==> config.mk <==
export PLATFORM = sky130hd
export DESIGN_NAME = instr_fetch_flat
export DESIGN_NICKNAME = d
export VERILOG_FILES = /design/src/rtl/instr_fetch_if.sv /design/src/rtl/instr_fetch.sv /design/src/flat_wrapper.sv
export SDC_FILE = /design/constraint.sdc
export NUM_CORES = 1
export LEC_CHECK = 0
export CORE_ASPECT_RATIO = 1.1
export CORE_MARGIN = 2
export CORE_UTILIZATION = 41
export CTS_CLUSTER_SIZE = 24
export DETAILED_ROUTE_END_ITERATION = 7
export GPL_TIMING_DRIVEN = 0
export PLACE_DENSITY = 0.65
export SETUP_SLACK_MARGIN = 0.1
export SYNTH_ARGS = -nofsm -noshare
export SYNTH_HDL_FRONTEND = slang
export SYNTH_SLANG_ARGS = --single-unit
==> constraint.sdc <==
create_clock -name clk -period 5 [get_ports clk]
set_clock_uncertainty 0.05 [all_clocks]
set_input_delay 1 -clock clk [delete_from_list [all_inputs] [get_ports clk]]
set_output_delay 1 -clock clk [all_outputs]
set_load 0.01 [all_outputs]
==> src/rtl/instr_fetch_if.sv <==
// -----------------------------------------------------------------------------
// instr_fetch_if
// Instruction-memory request/acknowledge bus between the fetch stage and the
// instruction memory.
//   imem_req   : fetch request (fetch -> memory)
//   imem_addr  : word-aligned fetch address (fetch -> memory)
//   imem_ack   : instruction valid on imem_rdata this cycle (memory -> fetch)
//   imem_rdata : fetched instruction (memory -> fetch)
// Modports: master = fetch stage, slave = instruction memory.
// -----------------------------------------------------------------------------
interface instr_fetch_if #(
  parameter int ADDR_W = 32,
  parameter int DATA_W = 32
);
  logic              imem_req;
  logic [ADDR_W-1:0] imem_addr;
  logic              imem_ack;
  logic [DATA_W-1:0] imem_rdata;

  modport master (
    output imem_req,
    output imem_addr,
    input  imem_ack,
    input  imem_rdata
  );

  modport slave (
    input  imem_req,
    input  imem_addr,
    output imem_ack,
    output imem_rdata
  );
endinterface

==> src/rtl/instr_fetch.sv <==
// -----------------------------------------------------------------------------
// instr_fetch
// Instruction-fetch stage of the DLX pipeline. Owns the program counter, issues
// requests on a req/ack instruction-memory bus and loads the IF/ID register.
// Decode redirects fetch through PC_sel/branch_target; the hazard unit freezes
// PC and IF/ID through stall. A fetch acknowledged during a stall is parked in
// a hold buffer (HOLD state) until the stall lifts.
//
// Ports:
//   clk, rst_n     : clock, asynchronous active-low reset
//   PC_sel         : taken-branch redirect request from decode
//   branch_target  : redirect address (bits [1:0] forced to 00)
//   stall          : hazard freeze of PC and IF/ID
//   imem           : instr_fetch_if.master (imem_req/addr/ack/rdata)
//   IF_ID_instr    : registered instruction to decode
//   IF_ID_pc4      : registered PC+4 of that instruction
//   IF_ID_valid    : IF/ID holds a real instruction (0 = bubble)
//
// Build option: define IF_DELAY_SLOT_EN to keep the fetch in flight when a
// redirect is taken (branch delay slot). Undefined: that fetch is flushed.
// -----------------------------------------------------------------------------
module instr_fetch #(
  parameter int                ADDR_W   = 32,
  parameter int                DATA_W   = 32,
  parameter logic [ADDR_W-1:0] RESET_PC = {ADDR_W{1'b0}}
) (
  input  logic              clk,
  input  logic              rst_n,
  input  logic              PC_sel,
  input  logic [ADDR_W-1:0] branch_target,
  input  logic              stall,
  instr_fetch_if.master     imem,
  output logic [DATA_W-1:0] IF_ID_instr,
  output logic [ADDR_W-1:0] IF_ID_pc4,
  output logic              IF_ID_valid
);

  typedef enum logic [1:0] {
    IDLE  = 2'b00,
    FETCH = 2'b01,
    HOLD  = 2'b10
  } state_t;

  localparam logic [ADDR_W-1:0] PC_STEP    = {{(ADDR_W-3){1'b0}}, 3'b100};
  localparam logic [ADDR_W-1:0] ALIGN_MASK = ~{{(ADDR_W-2){1'b0}}, 2'b11};

  state_t            state_r;
  logic              req_r;
  logic [ADDR_W-1:0] pc_r;
  logic [DATA_W-1:0] hold_instr_r;
  logic [ADDR_W-1:0] hold_pc4_r;
  logic              discard_r;
  logic [ADDR_W-1:0] redir_pc_r;
  logic [DATA_W-1:0] if_id_instr_r;
  logic [ADDR_W-1:0] if_id_pc4_r;
  logic              if_id_valid_r;

  logic [ADDR_W-1:0] pc4_s;
  logic [ADDR_W-1:0] target_s;
  logic              redirect_s;

  // pc+4 wraps naturally at ADDR_W bits; stall masks a redirect, and a redirect
  // already waiting for its ack suppresses any newer one.
  assign pc4_s      = pc_r + PC_STEP;
  assign target_s   = branch_target & ALIGN_MASK;
  assign redirect_s = PC_sel & ~stall & ~discard_r;

  assign imem.imem_req  = req_r;
  assign imem.imem_addr = pc_r;
  assign IF_ID_instr    = if_id_instr_r;
  assign IF_ID_pc4      = if_id_pc4_r;
  assign IF_ID_valid    = if_id_valid_r;

  // Fetch FSM: PC, request, hold buffer, pending redirect and IF/ID register.
  always_ff @(posedge clk or negedge rst_n) begin
    if (!rst_n) begin
      state_r       <= IDLE;
      req_r         <= 1'b0;
      pc_r          <= RESET_PC;
      hold_instr_r  <= {DATA_W{1'b0}};
      hold_pc4_r    <= {ADDR_W{1'b0}};
      discard_r     <= 1'b0;
      redir_pc_r    <= {ADDR_W{1'b0}};
      if_id_instr_r <= {DATA_W{1'b0}};
      if_id_pc4_r   <= {ADDR_W{1'b0}};
      if_id_valid_r <= 1'b0;
    end else begin
      case (state_r)
        IDLE: begin
          // Acks seen here belong to a request abandoned by reset.
          state_r <= FETCH;
          req_r   <= 1'b1;
        end

        FETCH: begin
          if (imem.imem_ack) begin
            if (discard_r) begin
              // Ack of the fetch that was in flight when the redirect was taken.
              discard_r <= 1'b0;
              pc_r      <= redir_pc_r;
`ifdef IF_DELAY_SLOT_EN
              if (stall) begin
                hold_instr_r <= imem.imem_rdata;
                hold_pc4_r   <= pc4_s;
                state_r      <= HOLD;
                req_r        <= 1'b0;
              end else begin
                if_id_instr_r <= imem.imem_rdata;
                if_id_pc4_r   <= pc4_s;
                if_id_valid_r <= 1'b1;
              end
`else
              if (!stall) begin
                if_id_valid_r <= 1'b0;
              end
`endif
            end else if (stall) begin
              // Park the instruction; PC already advances past it.
              hold_instr_r <= imem.imem_rdata;
              hold_pc4_r   <= pc4_s;
              pc_r         <= pc4_s;
              state_r      <= HOLD;
              req_r        <= 1'b0;
            end else if (redirect_s) begin
              pc_r <= target_s;
`ifdef IF_DELAY_SLOT_EN
              if_id_instr_r <= imem.imem_rdata;
              if_id_pc4_r   <= pc4_s;
              if_id_valid_r <= 1'b1;
`else
              if_id_valid_r <= 1'b0;
`endif
            end else begin
              if_id_instr_r <= imem.imem_rdata;
              if_id_pc4_r   <= pc4_s;
              if_id_valid_r <= 1'b1;
              pc_r          <= pc4_s;
            end
          end else if (!stall) begin
            // No ack: bubble; imem_addr must stay put, so a redirect is parked.
            if_id_valid_r <= 1'b0;
            if (redirect_s) begin
              redir_pc_r <= target_s;
              discard_r  <= 1'b1;
            end
          end
        end

        HOLD: begin
          if (!stall) begin
            state_r <= FETCH;
            req_r   <= 1'b1;
            if (redirect_s) begin
              pc_r <= target_s;
`ifdef IF_DELAY_SLOT_EN
              if_id_instr_r <= hold_instr_r;
              if_id_pc4_r   <= hold_pc4_r;
              if_id_valid_r <= 1'b1;
`else
              if_id_valid_r <= 1'b0;
`endif
            end else begin
              if_id_instr_r <= hold_instr_r;
              if_id_pc4_r   <= hold_pc4_r;
              if_id_valid_r <= 1'b1;
            end
          end
        end

        default: begin
          state_r <= IDLE;
          req_r   <= 1'b0;
        end
      endcase
    end
  end

endmodule
==> src/flat_wrapper.sv <==
// flat-port wrapper written by rule: the top's interface ports become plain ports
module instr_fetch_flat 
#(
  parameter int                ADDR_W   = 32,
  parameter int                DATA_W   = 32,
  parameter logic [ADDR_W-1:0] RESET_PC = {ADDR_W{1'b0}}
)
  (clk, rst_n, PC_sel, branch_target, stall, IF_ID_instr, IF_ID_pc4, IF_ID_valid, imem_imem_req, imem_imem_addr, imem_imem_ack, imem_imem_rdata);
  instr_fetch_if #(.ADDR_W(ADDR_W), .DATA_W(DATA_W)) imem_i ();
  input  logic clk;
  input  logic rst_n;
  input  logic PC_sel;
  input  logic [ADDR_W-1:0] branch_target;
  input  logic stall;
  output logic [DATA_W-1:0] IF_ID_instr;
  output logic [ADDR_W-1:0] IF_ID_pc4;
  output logic IF_ID_valid;
  output wire logic [$bits(imem_i.imem_req)-1:0] imem_imem_req;
  output wire logic [$bits(imem_i.imem_addr)-1:0] imem_imem_addr;
  input wire logic [$bits(imem_i.imem_ack)-1:0] imem_imem_ack;
  input wire logic [$bits(imem_i.imem_rdata)-1:0] imem_imem_rdata;
  assign imem_imem_req = imem_i.imem_req;
  assign imem_imem_addr = imem_i.imem_addr;
  assign imem_i.imem_ack = imem_imem_ack;
  assign imem_i.imem_rdata = imem_imem_rdata;
  instr_fetch #(.ADDR_W(ADDR_W), .DATA_W(DATA_W), .RESET_PC(RESET_PC)) u_core (.clk(clk), .rst_n(rst_n), .PC_sel(PC_sel), .branch_target(branch_target), .stall(stall), .imem(imem_i), .IF_ID_instr(IF_ID_instr), .IF_ID_pc4(IF_ID_pc4), .IF_ID_valid(IF_ID_valid));
endmodule
==> results of run 1 <==
-- sequential cells by signal (all words and copies together), names as in the netlist, 2 cells and up --
name                   count
u_core.hold_instr_r       32
u_core.state_r             2
u_core.redir_pc_r         30
u_core.IF_ID_instr        32
u_core.IF_ID_pc4          30
u_core.imem.imem_addr     30
u_core.hold_pc4_r         30
-- placed cells by master, fill, tap and decap left out, types with 15 or more instances in the layout --
cell type        instances
dfrtp_1                188
clkdlybuf4s50_1        158
o21ai_0                 93
nand2_1                 82
mux2_2                  73
nor2_1                  47
clkbuf_1                40
mux2i_1                 36
a21oi_1                 29
a22oi_1                 28
nand3_1                 19
clkbuf_16               17
xnor2_1                 15
nor3_1                  15
-- worst min-delay path, delay by kind of cell (launching register included) --
kind / cells / cell delay [ns]
DFF: 1 / 0.34
AOI/OAI and AO/OA: 1 / 0.06
and+or+nand+nor: 1 / 0.05
-- power breakdown --
group	switching (mW)	total [mW]	internal, mW
Combinational	1.99	3.65	1.66
Clock	0.619	1.45	0.832
Sequential	0.480	2.73	2.25
-- routing by layer --
layer  part of all wire, %  global-route usage (%)  wire [um]  vias to the layer above
li1                      -                       -          -                     3349
met1                    45                    28.5      10600                     3469
met2                    47                    35.0      11200                      236
met3                   5.7                    4.09       1350                       38
met4                   2.8                    8.23        674                        0
met5                     0                       0          0                        -
-- area by class of cell --
class / instances / area share [%]
well taps: 290 / 3.16
repair buffers: 160 / 14.1
inverters: 13 / 0.424
clock buffers: 20 / 4.06
plain buffers: 58 / 2.19
multi-input cells: 572 / 33.8
flip-flops and latches: 188 / 40.9
clock inverters: 12 / 1.36
-- cell usage after synthesis, types with 3 or more instances --
library cell and n:
dfrtp_1 188, o21ai_0 93, nand2_1 82, mux2_2 73, nor2_1 47, clkbuf_1 40, mux2i_1 36, a21oi_1 29
a22oi_1 28, nand3_1 19, nor3_1 15, xnor2_1 15, a21o_1 12, inv_1 12, xor2_1 11, a211oi_1 8
buf_2 8, o22ai_1 7, a32oi_1 6, buf_4 6, nand4_1 6, o221ai_1 6, a211o_1 5, and3_1 5
or3_1 5, ha_1 4, nand2b_1 4, nor4_1 4, and2_1 3, and4_1 3, buf_1 3, nor2b_1 3
nor3b_1 3, o21ai_1 3, o32a_1 3
-- cells by family after synthesis --
logic type               share of synthesized area, %
XOR/XNOR                                         2.57
other                                          0.0422
adder cells (fa/ha/maj)                         0.564
AO/OA/AOI/OAI                                    15.5
buffers and inverters                            3.38
AND/OR/NAND/NOR                                  11.6
flip-flops                                       53.0
multiplexers                                     13.3
-- worst max-delay path by stage --
stage          depth (start not counted)  slack (ns)   start                         to
2_1_floorplan                          8        2.44   stall       u_core.IF_ID_pc4[28]
3_3_place_gp                           1       -5.14   rst_n       u_core.redir_pc_r[7]
3_5_place_dp                           7        1.22  PC_sel  u_core.imem.imem_addr[25]
4_1_cts                                7        1.67  PC_sel  u_core.imem.imem_addr[25]
5_1_grt                                7        1.58  PC_sel  u_core.imem.imem_addr[25]
6_report                               7        1.70  PC_sel  u_core.imem.imem_addr[29]
-- through the flow --
step                      cells  area [um^2]  utilization, %
after floorplan             831         8890               -
after global routing       1313        11500            54.0
after CTS                  1313        11500            54.0
after detailed placement   1281        10900            51.1
final                      1313        11500            54.0
after global placement     1280        10800            50.9
==> flow_summary.toml, run 1 <==
[outcome]
status = "completed"

[detailed_routing]
wire_per_inst_um = 18.2
drtIter0Drc = 426
antenna_left = 0
vias_per_cell = 5.40
drt-total-wl_um = 23900
vias = 7092
dr.pass1.iters = 5
remaining_drc_errors = 0

[pwr]
p_total_mw = 7.82
ir_drop_v = 0.000345
power_density_nw_per_um2 = 680
p_leak_nw = 4.78

[logic_synthesis]
synth_ff_type = "dfrtp_1"
synth_top_area_share_pct = 53.0
synth_edf_count = 0
ys_seq_elements = 188
synth_area_leaders = "dfrtp_1 (53%), mux2_2 (9.3%), o21ai_0 (5.2%), mux2i_1 (4.1%), nand2_1 (3.5%)"
ys_types = 61
syn_area_um2 = 8880
async_reset_ff_share_pct = 100
avgSynthCellArea_um2 = 10.7
synth_seq_area_share_pct = 53.0
synth_cells = 828
yosys_warnings = 0
yosys.area.top_type = "dfrtp_1"

[clock_tree]
hold_buffers = 0
cts_buffer_depth = 2
cts_max_level = 4
clk_pin_slew_ns = 0.07
cts_setup_buffers = 0
cts_sinks = 188
clkLatencyLatePin_ns = 0.44
cts-buffers-inserted = 17
cts-resized-gates = 0
cts_root_buf = "clkbuf_16"
cts_tree = "yes"

[critical_path]
crit_path_end_kind = "flop"
worst_ep_required_time_ns = 5.25
cp_max_fo = 10
r2r_cells = 10
crit_chain = "clkdlybuf4s50_1 -> nor3b_1 -> o21ai_1 -> buf_2 -> clkbuf_1 -> nand2_1 -> o221ai_1"
slowest_stage = "nor3b_1"
path_buf_inv = 3
cp.arrival_ns = 3.55
crit_type = "in2reg"
cp_top_family = "buffers and inverters"
r2r_end = "u_core.imem.imem_addr[17]"
rrSetupSlack_ns = 2.20
regToRegStartpoint = "u_core.state_r[1]"
start_kind = "input pin"
cpPeakStageDelay_ns = 0.86

[placed_design]
dp_hpwl_um = 17500
dp_slack_ns = 1.22
gp_congestion = 0.931
place.port_buffers = 159

[timing]
worstMarginPinSlew_ns = 1.03
period_needed_ns = 3.30
timing.fmax_mhz = 303
final_hold_viol_count = 0
setup_viol = 0
finalWorstSetupSlack_ns = 1.70
finalCritPeriodShare_pct = 66.0
relSlewSlack_pct = 31.0
grt_setup_unrepaired = "false"
maxSlewViolCount = 0
tns_ns = 0
holdWs_ns = 0.425

[global_route]
grt_pass1_wl_um = 37500
grt_pass1_vias = 6884
overflow = 0
grt_max_degree = 107
antenna_found_initial = 0
grt.total_usage_pct = 21.5

[floorplanning]
die_h_um = 158
rows = 56
core-area_um2 = 21300
io_pins = 167
dieWidth_um = 144
initial_utilization_pct = 41.7
fp.dieArea_um2 = 22800

[worst_hold_path]
whs_endpoint = "u_core.IF_ID_instr[30]"
holdCritPathClass = "reg2reg"
worstHoldStart = "u_core.IF_ID_instr[30]"
whs_path_depth = 2

[final_layout]
nNetsFinal = 1083
register_area_um2 = 4700
syn_to_final_growth_pct = 29.5
filler_cell_count = 1967
num_antenna_cells = 0
drive_above_1_share_pct = 13.1
multi_input_area_um2 = 3880

[job]
max_cap_viol_count = 0
Power figures use the tool's default switching activity.
==> inputs of run 2 (changes only) <==
Clock period 5 ns to 3.4 ns, I/O delays scaled along.
==> results of run 2 <==
Same layout as run 1 (identical final DEF). Status: completed.
Main changes from that run: setup slack after placement 1.22 ns -> -0.0638 ns; setup slack after layout 1.70 ns -> 0.422 ns; hold slack 0.425 ns -> 0.253 ns; register-to-register setup slack 2.20 ns -> 0.60 ns; total power 7.82 mW -> 11.5 mW; worst IR drop on VDD 0.000345 V -> 0.000507 V
==> inputs of run 3 (changes only) <==
Settings changed: ABC_AREA set to 1, PLACE_DENSITY 0.65 to not set.
==> run 3 against run 2 <==
Effect of this change:
- non-clock buffer count rose by 8
- global-route usage rose by 4.8 points
- sequential power rose by 2%
- fmax rose by 6.3%
- via count rose by 24%
- core utilization fell by 0.53 points
==> flow_summary.toml, run 3 <==
[timing]
setup_viol = 0
holdWs_ns = 0.269
maxSlewViolCount = 0
worstMarginPinSlew_ns = 1.16
final_hold_viol_count = 0
timing.fmax_mhz = 357
relSlewSlack_pct = 22.5
finalCritPeriodShare_pct = 82.4
period_needed_ns = 2.80
grt_setup_unrepaired = "false"

[final_layout]
nNetsFinal = 1450
syn_to_final_growth_pct = 28.5
filler_cell_count = 2130
drive_above_1_share_pct = 4.89
stdcell_area_um2 = 11800
num_antenna_cells = 0
layout_common_cells = "nand2_1 (479), dfrtp_1 (188), clkdlybuf4s50_1 (159)"
register_area_um2 = 4700
final_common_cell = "nand2_1"
multi_input_area_um2 = 3940
instances_no_fill = 1685

[detailed_routing]
drtIter0Drc = 850
antenna_left = 0
wire_per_inst_um = 18.0
vias = 8789
vias_per_cell = 5.22
remaining_drc_errors = 0
dr.pass1.iters = 5
drt-total-wl_um = 30300

[floorplanning]
core-area_um2 = 22000
die_h_um = 161
initial_utilization_pct = 41.6
io_pins = 167
dieWidth_um = 147
fp.dieArea_um2 = 23600
rows = 57

[critical_path]
rrSetupSlack_ns = 0.61
cp_max_fo = 10
r2r_end = "u_core.hold_instr_r[4]"
regToRegStartpoint = "u_core.state_r[1]"
crit_path_end_kind = "flop"
cp.arrival_ns = 3.07
r2r_cells = 8
crit_type = "in2reg"
start_kind = "input pin"
worst_ep_required_time_ns = 3.67

[placed_design]
dpl_cell_area_um2 = 11200
dp_cells = 1653
dp_hpwl_um = 22300
gp_congestion = 0.926
place.port_buffers = 160

[logic_synthesis]
yosys.area_share.xor_xnor_pct = 1.15
yosys_warnings = 0
synthMuxAreaShare_pct = 0
avgSynthCellArea_um2 = 7.67
synth-simple-area-share_pct = 27.5
async_reset_ff_share_pct = 100
synth_cells = 1194
synth_top_family_by_area = "simple AND/OR/NAND/NOR gates"
synth_edf_count = 0
synth_seq_area_share_pct = 51.3
ys_types = 37
synthAdderAreaFrac_pct = 0.546
synth_ff_type = "dfrtp_1"
synth_most_common_cell = "nand2_1"
ys_seq_elements = 188
yosys.area.top_type = "dfrtp_1"
ys_top_cells_by_count = "nand2_1 (479), dfrtp_1 (188), nor2_1 (108)"
synth_top_area_share_pct = 51.3
synth_area_leaders = "dfrtp_1 (51%), nand2_1 (20%), nor2_1 (4.4%), o21ai_0 (3.9%), a21oi_1 (3.7%)"
synth-compound-area-share_pct = 13.7
syn_area_um2 = 9160

[clock_tree]
cts_tree = "yes"
hold_buffers = 0
cts_max_level = 4
cts_root_buf = "clkbuf_16"
clkLatencyLatePin_ns = 0.44
cts_sinks = 188
clk_pin_slew_ns = 0.08
cts_setup_buffers = 0
cts-buffers-inserted = 17
cts_buffer_depth = 2
cts-resized-gates = 0

[global_route]
grt_pass1_vias = 8271
overflow = 0
grt_pass1_wl_um = 47800
grt_max_degree = 114
grt.total_usage_pct = 26.2
antenna_found_initial = 0

[outcome]
status = "completed"

[pwr]
power_density_nw_per_um2 = 1020
p_total_mw = 12.0
p_leak_nw = 5.43
ir_drop_v = 0.000441

[worst_hold_path]
holdCritPathClass = "in2async"

[job]
max_cap_viol_count = 0
[run 3: changes by cell type after synthesis, sizes merged, moves of 19 or more]
cell	before	now
a21oi	29	68
a22oi	28	9
a31oi	1	39
inv	13	62
mux2	73	0
mux2i	36	0
nand2	82	480
nor2	47	112
o21ai	97	78
[run 3: how the worst max path moves through the flow]
stage	from	depth (start not counted)	slack [ns]	end
2_1_floorplan	u_core.state_r[0]	11	1.53	u_core.IF_ID_pc4[10]
3_3_place_gp	rst_n	1	-6.67	u_core.IF_ID_instr[10]
3_5_place_dp	imem_imem_ack	7	0.14	u_core.hold_instr_r[4]
4_1_cts	u_core.state_r[1]	8	0.61	u_core.hold_instr_r[4]
5_1_grt	u_core.state_r[1]	8	0.45	u_core.hold_instr_r[4]
6_report	imem_imem_ack	7	0.60	u_core.hold_instr_r[4]
[run 3: per-stage QoR]
stage,TNS [ns],setup slack [ns],utilization [%]
6_report,0,0.599,53.4
5_1_grt,0,0.449,53.4
4_1_cts,0,0.607,53.4
3_5_place_dp,0,0.140,50.7
3_3_place_gp,-1249.58,-6.67,50.6
2_1_floorplan,0,1.53,-
[run 3: metal layers]
layer / GRT usage, % / up-vias / routed length, um
met5: 0 / - / 0
met4: 8.78 / 0 / 769
met3: 4.20 / 48 / 2040
met2: 39.8 / 354 / 13600
met1: 38.4 / 4135 / 13800
li1: - / 4252 / -
[run 3: cell type report]
type	instances	share of cell area, %
Sequential cell	188	39.9
Buffer	65	2.48
Timing Repair Buffer	161	13.9
Tap cell	295	3.13
Multi-Input combinational cell	881	33.5
Inverter	63	2.01
Clock inverter	14	1.44
Clock buffer	18	3.64
[run 3: cells by family (layout without fill, tap and decap cells)]
kind of cell | count (synthesis) | after routing
AO/OA/AOI/OAI | 220 | 220
buffers and inverters | 128 | 321
XOR/XNOR | 12 | 12
other | 1 | 4
AND/OR/NAND/NOR | 641 | 641
flip-flops | 188 | 188
adder cells (fa/ha/maj) | 4 | 4
[run 3: report_power, final]
group          internal, mW  switching (mW)
logic                  2.35            3.56
registers              3.33           0.762
clock network          1.00            1.02
[run 3: worst max-delay path, stage by stage]
cell,delay (ns)
clkdlybuf4s50_1,0.58
inv_1,0.08
nor3_2,0.91
inv_2,0.28
clkbuf_1,0.35
nand2_1,0.13
nand2_1,0.06
